### config.mk
export PLATFORM = sky130hd
export DESIGN_NAME = alu_seq_top
export DESIGN_NICKNAME = d
export VERILOG_FILES = /design/src/rtl/alu_seq_pkg.sv /design/src/rtl/alu_seq_btn_debounce.sv /design/src/rtl/alu_seq_top.sv
export SDC_FILE = /design/constraint.sdc
export NUM_CORES = 1
export LEC_CHECK = 0
export CAP_MARGIN = 5
export CELL_PAD_IN_SITES_DETAIL_PLACEMENT = 0
export CELL_PAD_IN_SITES_GLOBAL_PLACEMENT = 2
export CORE_UTILIZATION = 29
export DETAILED_ROUTE_END_ITERATION = 8
export HOLD_SLACK_MARGIN = 0.05
export PLACE_DENSITY = 0.71
export SLEW_MARGIN = 20
export SYNTH_ARGS = -nofsm -noshare
export SYNTH_HDL_FRONTEND = slang
export SYNTH_SLANG_ARGS = --single-unit
### constraint.sdc
create_clock -name i_clk -period 5.6 [get_ports i_clk]
set_input_delay 0.56 -clock i_clk [delete_from_list [all_inputs] [get_ports i_clk]]
set_output_delay 0.56 -clock i_clk [all_outputs]
set_load 0.01 [all_outputs]
### src/rtl/alu_seq_pkg.sv
// Shared encodings for the single-button sequenced ALU: FSM states, MIPS funct
// opcodes and bit positions inside the {N,Z,C,V} flag vector.
package alu_seq_pkg;

    typedef enum logic [1:0] {
        S_A   = 2'b00,
        S_B   = 2'b01,
        S_OP  = 2'b10,
        S_RES = 2'b11
    } state_t;

    localparam logic [5:0] OP_ADD = 6'b100000;
    localparam logic [5:0] OP_SUB = 6'b100010;
    localparam logic [5:0] OP_AND = 6'b100100;
    localparam logic [5:0] OP_OR  = 6'b100101;
    localparam logic [5:0] OP_XOR = 6'b100110;
    localparam logic [5:0] OP_NOR = 6'b100111;
    localparam logic [5:0] OP_SRL = 6'b000010;
    localparam logic [5:0] OP_SRA = 6'b000011;

    localparam int FLAG_N = 3;
    localparam int FLAG_Z = 2;
    localparam int FLAG_C = 1;
    localparam int FLAG_V = 0;

endpackage

### src/rtl/alu_seq_btn_debounce.sv
// Button conditioner: 2-FF synchroniser, stability counter and a single-cycle
// pulse on each accepted press.
module btn_debounce #(
    parameter int DEBOUNCE_CYCLES = 1000000
) (
    input  logic i_clk,
    input  logic i_rst_n,
    input  logic i_btn,
    output logic o_pulse
);
    localparam int CNT_W = (DEBOUNCE_CYCLES > 1) ? $clog2(DEBOUNCE_CYCLES) : 1;
    localparam logic [CNT_W-1:0] CNT_MAX = CNT_W'(DEBOUNCE_CYCLES - 1);

    logic             sync1_reg;
    logic             sync2_reg;
    logic             level_reg;
    logic             level_d_reg;
    logic [CNT_W-1:0] cnt_reg;

    // The counter only runs while the synchronised input disagrees with the
    // accepted level, so any bounce back to the old level restarts it.
    always_ff @(posedge i_clk or negedge i_rst_n) begin
        if (!i_rst_n) begin
            sync1_reg   <= 1'b0;
            sync2_reg   <= 1'b0;
            level_reg   <= 1'b0;
            level_d_reg <= 1'b0;
            cnt_reg     <= '0;
        end else begin
            sync1_reg   <= i_btn;
            sync2_reg   <= sync1_reg;
            level_d_reg <= level_reg;
            if (sync2_reg == level_reg) begin
                cnt_reg <= '0;
            end else if (cnt_reg == CNT_MAX) begin
                level_reg <= sync2_reg;
                cnt_reg   <= '0;
            end else begin
                cnt_reg <= cnt_reg + 1'b1;
            end
        end
    end

    assign o_pulse = level_reg & ~level_d_reg;

endmodule

### src/rtl/alu_seq_top.sv
// Sequenced ALU front end: one "next" button walks through A, B and opcode
// capture from the switches, then holds a registered result with NZCV flags.
module alu_seq_top
    import alu_seq_pkg::*;
#(
    parameter int DATA_WIDTH      = 8,
    parameter int OP_WIDTH        = 6,
    parameter int DEBOUNCE_CYCLES = 1000000
) (
    input  logic                  i_clk,
    input  logic                  i_rst_n,
    input  logic [DATA_WIDTH-1:0] i_sw,
    input  logic                  i_btn_next,
    input  logic                  i_btn_clr,
    output logic [DATA_WIDTH-1:0] o_led,
    output logic [3:0]            o_flags,
    output logic                  o_err,
    output logic [1:0]            o_state
);
    localparam int SH_W = $clog2(DATA_WIDTH);

    logic next_pulse;
    logic clr_pulse;

    btn_debounce #(.DEBOUNCE_CYCLES(DEBOUNCE_CYCLES)) u_db_next (
        .i_clk   (i_clk),
        .i_rst_n (i_rst_n),
        .i_btn   (i_btn_next),
        .o_pulse (next_pulse)
    );

    btn_debounce #(.DEBOUNCE_CYCLES(DEBOUNCE_CYCLES)) u_db_clr (
        .i_clk   (i_clk),
        .i_rst_n (i_rst_n),
        .i_btn   (i_btn_clr),
        .o_pulse (clr_pulse)
    );

    state_t                state_reg, state_next;
    logic [DATA_WIDTH-1:0] a_reg, b_reg, led_reg;
    logic [OP_WIDTH-1:0]   op_reg;
    logic [3:0]            flags_reg;
    logic                  err_reg;
    logic                  load_a, load_b, load_res;

    // Clear has priority so a simultaneous next pulse is simply dropped.
    always_comb begin
        state_next = state_reg;
        load_a     = 1'b0;
        load_b     = 1'b0;
        load_res   = 1'b0;
        if (clr_pulse) begin
            state_next = S_A;
        end else if (next_pulse) begin
            case (state_reg)
                S_A:     begin load_a   = 1'b1; state_next = S_B;   end
                S_B:     begin load_b   = 1'b1; state_next = S_OP;  end
                S_OP:    begin load_res = 1'b1; state_next = S_RES; end
                default: state_next = S_A;
            endcase
        end
    end

    logic [OP_WIDTH-1:0]   op_sel;
    logic [DATA_WIDTH:0]   sum_ext, diff_ext;
    logic [SH_W-1:0]       sh_amt;
    logic [DATA_WIDTH-1:0] alu_res;
    logic                  alu_c, alu_v, alu_err;

    // The opcode is taken live from the switches on the capture edge.
    always_comb begin
        op_sel   = (state_reg == S_OP) ? i_sw[OP_WIDTH-1:0] : op_reg;
        sum_ext  = {1'b0, a_reg} + {1'b0, b_reg};
        diff_ext = {1'b0, a_reg} - {1'b0, b_reg};
        sh_amt   = b_reg[SH_W-1:0];
        alu_res  = '0;
        alu_c    = 1'b0;
        alu_v    = 1'b0;
        alu_err  = 1'b0;
        case (op_sel)
            OP_WIDTH'(OP_ADD): begin
                alu_res = sum_ext[DATA_WIDTH-1:0];
                alu_c   = sum_ext[DATA_WIDTH];
                alu_v   = (a_reg[DATA_WIDTH-1] == b_reg[DATA_WIDTH-1]) &&
                          (alu_res[DATA_WIDTH-1] != a_reg[DATA_WIDTH-1]);
            end
            OP_WIDTH'(OP_SUB): begin
                alu_res = diff_ext[DATA_WIDTH-1:0];
                alu_c   = diff_ext[DATA_WIDTH];
                alu_v   = (a_reg[DATA_WIDTH-1] != b_reg[DATA_WIDTH-1]) &&
                          (alu_res[DATA_WIDTH-1] != a_reg[DATA_WIDTH-1]);
            end
            OP_WIDTH'(OP_AND): alu_res = a_reg & b_reg;
            OP_WIDTH'(OP_OR):  alu_res = a_reg | b_reg;
            OP_WIDTH'(OP_XOR): alu_res = a_reg ^ b_reg;
            OP_WIDTH'(OP_NOR): alu_res = ~(a_reg | b_reg);
            OP_WIDTH'(OP_SRL): alu_res = a_reg >> sh_amt;
            OP_WIDTH'(OP_SRA): alu_res = DATA_WIDTH'($signed(a_reg) >>> sh_amt);
            default:           alu_err = 1'b1;
        endcase
    end

    always_ff @(posedge i_clk or negedge i_rst_n) begin
        if (!i_rst_n) begin
            state_reg <= S_A;
            a_reg     <= '0;
            b_reg     <= '0;
            op_reg    <= '0;
            led_reg   <= '0;
            flags_reg <= '0;
            err_reg   <= 1'b0;
        end else begin
            state_reg <= state_next;
            if (clr_pulse) begin
                a_reg     <= '0;
                b_reg     <= '0;
                op_reg    <= '0;
                led_reg   <= '0;
                flags_reg <= '0;
                err_reg   <= 1'b0;
            end else begin
                if (load_a) a_reg <= i_sw;
                if (load_b) b_reg <= i_sw;
                if (load_res) begin
                    op_reg  <= i_sw[OP_WIDTH-1:0];
                    led_reg <= alu_res;
                    err_reg <= alu_err;
                    flags_reg[FLAG_N] <= !alu_err && alu_res[DATA_WIDTH-1];
                    flags_reg[FLAG_Z] <= !alu_err && (alu_res == '0);
                    flags_reg[FLAG_C] <= alu_c;
                    flags_reg[FLAG_V] <= alu_v;
                end
            end
        end
    end

    assign o_led   = led_reg;
    assign o_flags = flags_reg;
    assign o_err   = err_reg;
    assign o_state = state_reg;

endmodule

==> run_results.csv <==
group,metric,value,unit
setup_path,rr_startpoint,"o_state[0]",
timing,tns,0,ns
logic_synthesis,synthTopCellsByArea,"dfrtp_1 (39%), ha_1 (6.8%), nor2_1 (4.8%), xnor2_1 (4.4%), nand2_1 (4.2%)",
logic_synthesis,yosysMostFrequentCell,"dfrtp_1",
route,antenna_left,0,
setup_path,r2r_cells,9,
clock_network,clkLatencyLatePin,0.34,ns
floorplanning,io_pins,27,
clock_network,cts_buffers,9,
timing,finalCritPeriodShare,64.0,%
logic_synthesis,synth_flop_cell,"dfrtp_1",
logic_synthesis,synth_nets,627,
timing,relSlewSlack,32.6,%
logic_synthesis,synth_edf_count,0,
floorplanning,core_region_area,18000,sq um
logic_synthesis,ys_seq_elements,84,
outcome,status,"finished, final reports clean",
place,dp_hpwl,10100,um
setup_path,crit_type,"flop to flop",
setup_path,reg2reg_to,"o_flags[2]",
timing,final_hold_viol_count,0,
clock_network,clock_sinks,84,
power_and_ir_drop,vdd_drop_max,116,uV
logic_synthesis,syn_area,5340,sq um
logic_synthesis,syn_area_per_cell,9.15,sq um
route,drc,0,
floorplanning,die_area,19000,sq um
grt,grt_max_degree,76,
setup_path,cp.buffers_inverters,1,
power_and_ir_drop,total_power,1310,uW
clock_network,path_clk_slew,0.06,ns
setup_path,critPathCaptureType,"flop",
setup_path,required,5.87,ns
layout,num-nets-final,641,
power_and_ir_drop,powerDensity,214,nW/um^2
worst_hold_path,hold_end,"u_db_clr.sync2_reg",
route,viasPerCell,5.17,
timing,max_freq,279,MHz
floorplanning,start_util,29.6,%
route,routedWlPerCell,16.4,um
worst_hold_path,hold_path_class,"flop to flop",
timing,rsz0062_at_grt,"no",
clock_network,cts_tree,"built",
place,io_buffers,26,
layout,diodes,0,
run,cap_viol_max_count,0,
place,placed_area,5780,sq um
setup_path,critPathSlowestCell,"mux2i_2",
clock_network,root_buffer,"clkbuf_16",
logic_synthesis,synth_cell_type_count,72,
floorplanning,fp.dieH,138,um
route,totalWireLength,13700,um
logic_synthesis,yosysSeqAreaShare,39.4,%
clock_network,cts_buffer_depth,2,
grt,grt_usage,15.7,%
timing,setup_viol,0,
setup_path,crit_path_start_kind,"flop",
clock_network,post_cts_resized,0,
grt,antenna_found_initial,0,
logic_synthesis,yosys_warnings,0,
logic_synthesis,ys_async_sr_fraction,100,%
logic_synthesis,ys_top_cells_by_count,"dfrtp_1 (84), nor2_1 (69), nand2_1 (60)",
layout,fin_util,34.0,%
clock_network,post_cts_buffers,0,
logic_synthesis,synth_top_cell_by_area,"dfrtp_1",
route,via_count,4305,
clock_network,ctsHoldBuffers,1,
setup_path,slowest_delay,0.91,ns
place,gp_congestion,0.884,
layout,stdcell_area,6130,sq um
grt,grt_pass1_vias,4392,
setup_path,crit_fanout,19,
setup_path,cp_cell_sequence,"inv_1 > ha_1 > mux2i_2 > a221o_1 > a2111oi_0 > a211o_1 > nor4b_1 > nand4b_1 > o21ai_2",
setup_path,critPathTopFamily,"compound AO/OA/AOI/OAI gates",
timing,maxSlewViolCount,0,
grt,gr-total-overflow,0,
logic_synthesis,syn-instance-count,584,
floorplanning,die-width,138,um
layout,syn2layout_area_growth,14.7,%
timing,worst_clock_skew,0.00804,ns
worst_hold_path,min_path_cells,0,
setup_path,rrSetupSlack,2.02,ns
setup_path,cp.arrival,3.85,ns
layout,layout-drive-gt1-share,8.46,%
worst_hold_path,min_from,"u_db_clr.sync1_reg",
timing,min_period,3.58,ns
timing,tightest_slew,0.991,ns
route,first_pass_iters,7,
power_and_ir_drop,p_leak,0.00270,uW
logic_synthesis,synth.top_cell.area_share,39.4,%
floorplanning,row_count,49,
route,drtIter0Drc,198,
grt,grt_pass1_wl,22700,um
timing,holdWs,0.350,ns
clock_network,cts_max_level,3,
where the power goes:
group          internal [uW]  total [uW]  leakage, uW  switching (uW)
clock                    407         660     0.000157             252
sequential               612         616      0.00104            3.85
combinational           12.3        36.0      0.00150            23.7
cell families (layout without fill, tap and decap cells):
logic type      count (synthesis)  in the layout  synth area share [%]
simple gates                  226            226                  20.3
buf+inv                        60             79                  4.87
xor+xnor                       47             47                  7.71
compound gates                120            120                  16.4
fa+ha+maj                      31             31                  7.54
mux                            16             16                  3.82
flops                          84             84                  39.4
per-layer routing:
metal / GRT usage (%) / share of wire, %
met1: 19.5 / 44
met2: 26.6 / 50
met4: 7.13 / 2.7
met5: 0 / 0
met3: 2.58 / 2.9
stage by stage:
step           setup slack (ns)  instances
6_report                   2.02        832
5_1_grt                    1.69        832
4_1_cts                    2.02        831
3_5_place_dp               2.05        814
3_3_place_gp               2.10        814
2_1_floorplan              2.56        584
final cells by class:
type	count	area [sq um]
fillers	1889	11900
well taps	229	287
flip-flops and latches	84	2100
repair buffers	33	310
clock inverters	6	95.1
multi-input cells	440	2980
clock buffers	10	239
inverters	30	113
cells in the final DEF (no fill, tap or decap), drive strengths merged, types with 5 or more instances in the layout:
cell	Yosys	layout
a21oi	37	37
a221oi	6	6
a22o	10	10
and3	8	8
buf	10	6
clkbuf	20	11
clkdlybuf4s50	0	25
dfrtp	84	84
ha	29	29
inv	30	32
mux2	6	6
mux2i	8	8
nand2	60	60
nand3	34	34
nand4	8	8
nor2	70	70
nor3	5	5
o211ai	6	6
o21ai	13	13
or2	5	5
or3	6	6
or3b	5	5
xnor2	27	27
xor2	20	20
how the worst max path moves through the flow:
stage / startpoint / cells past startpoint / slack, ns / end
3_5_place_dp: o_state[0] / 9 / 2.05 / o_flags[2]
6_report: o_state[0] / 9 / 2.02 / o_flags[2]
2_1_floorplan: b_reg[1] / 11 / 2.56 / o_flags[2]
4_1_cts: o_state[0] / 9 / 2.02 / o_flags[2]
5_1_grt: o_state[0] / 9 / 1.69 / o_flags[2]
3_3_place_gp: o_state[0] / 9 / 2.10 / o_flags[2]
No activity file was read; power rests on OpenSTA's default activity.
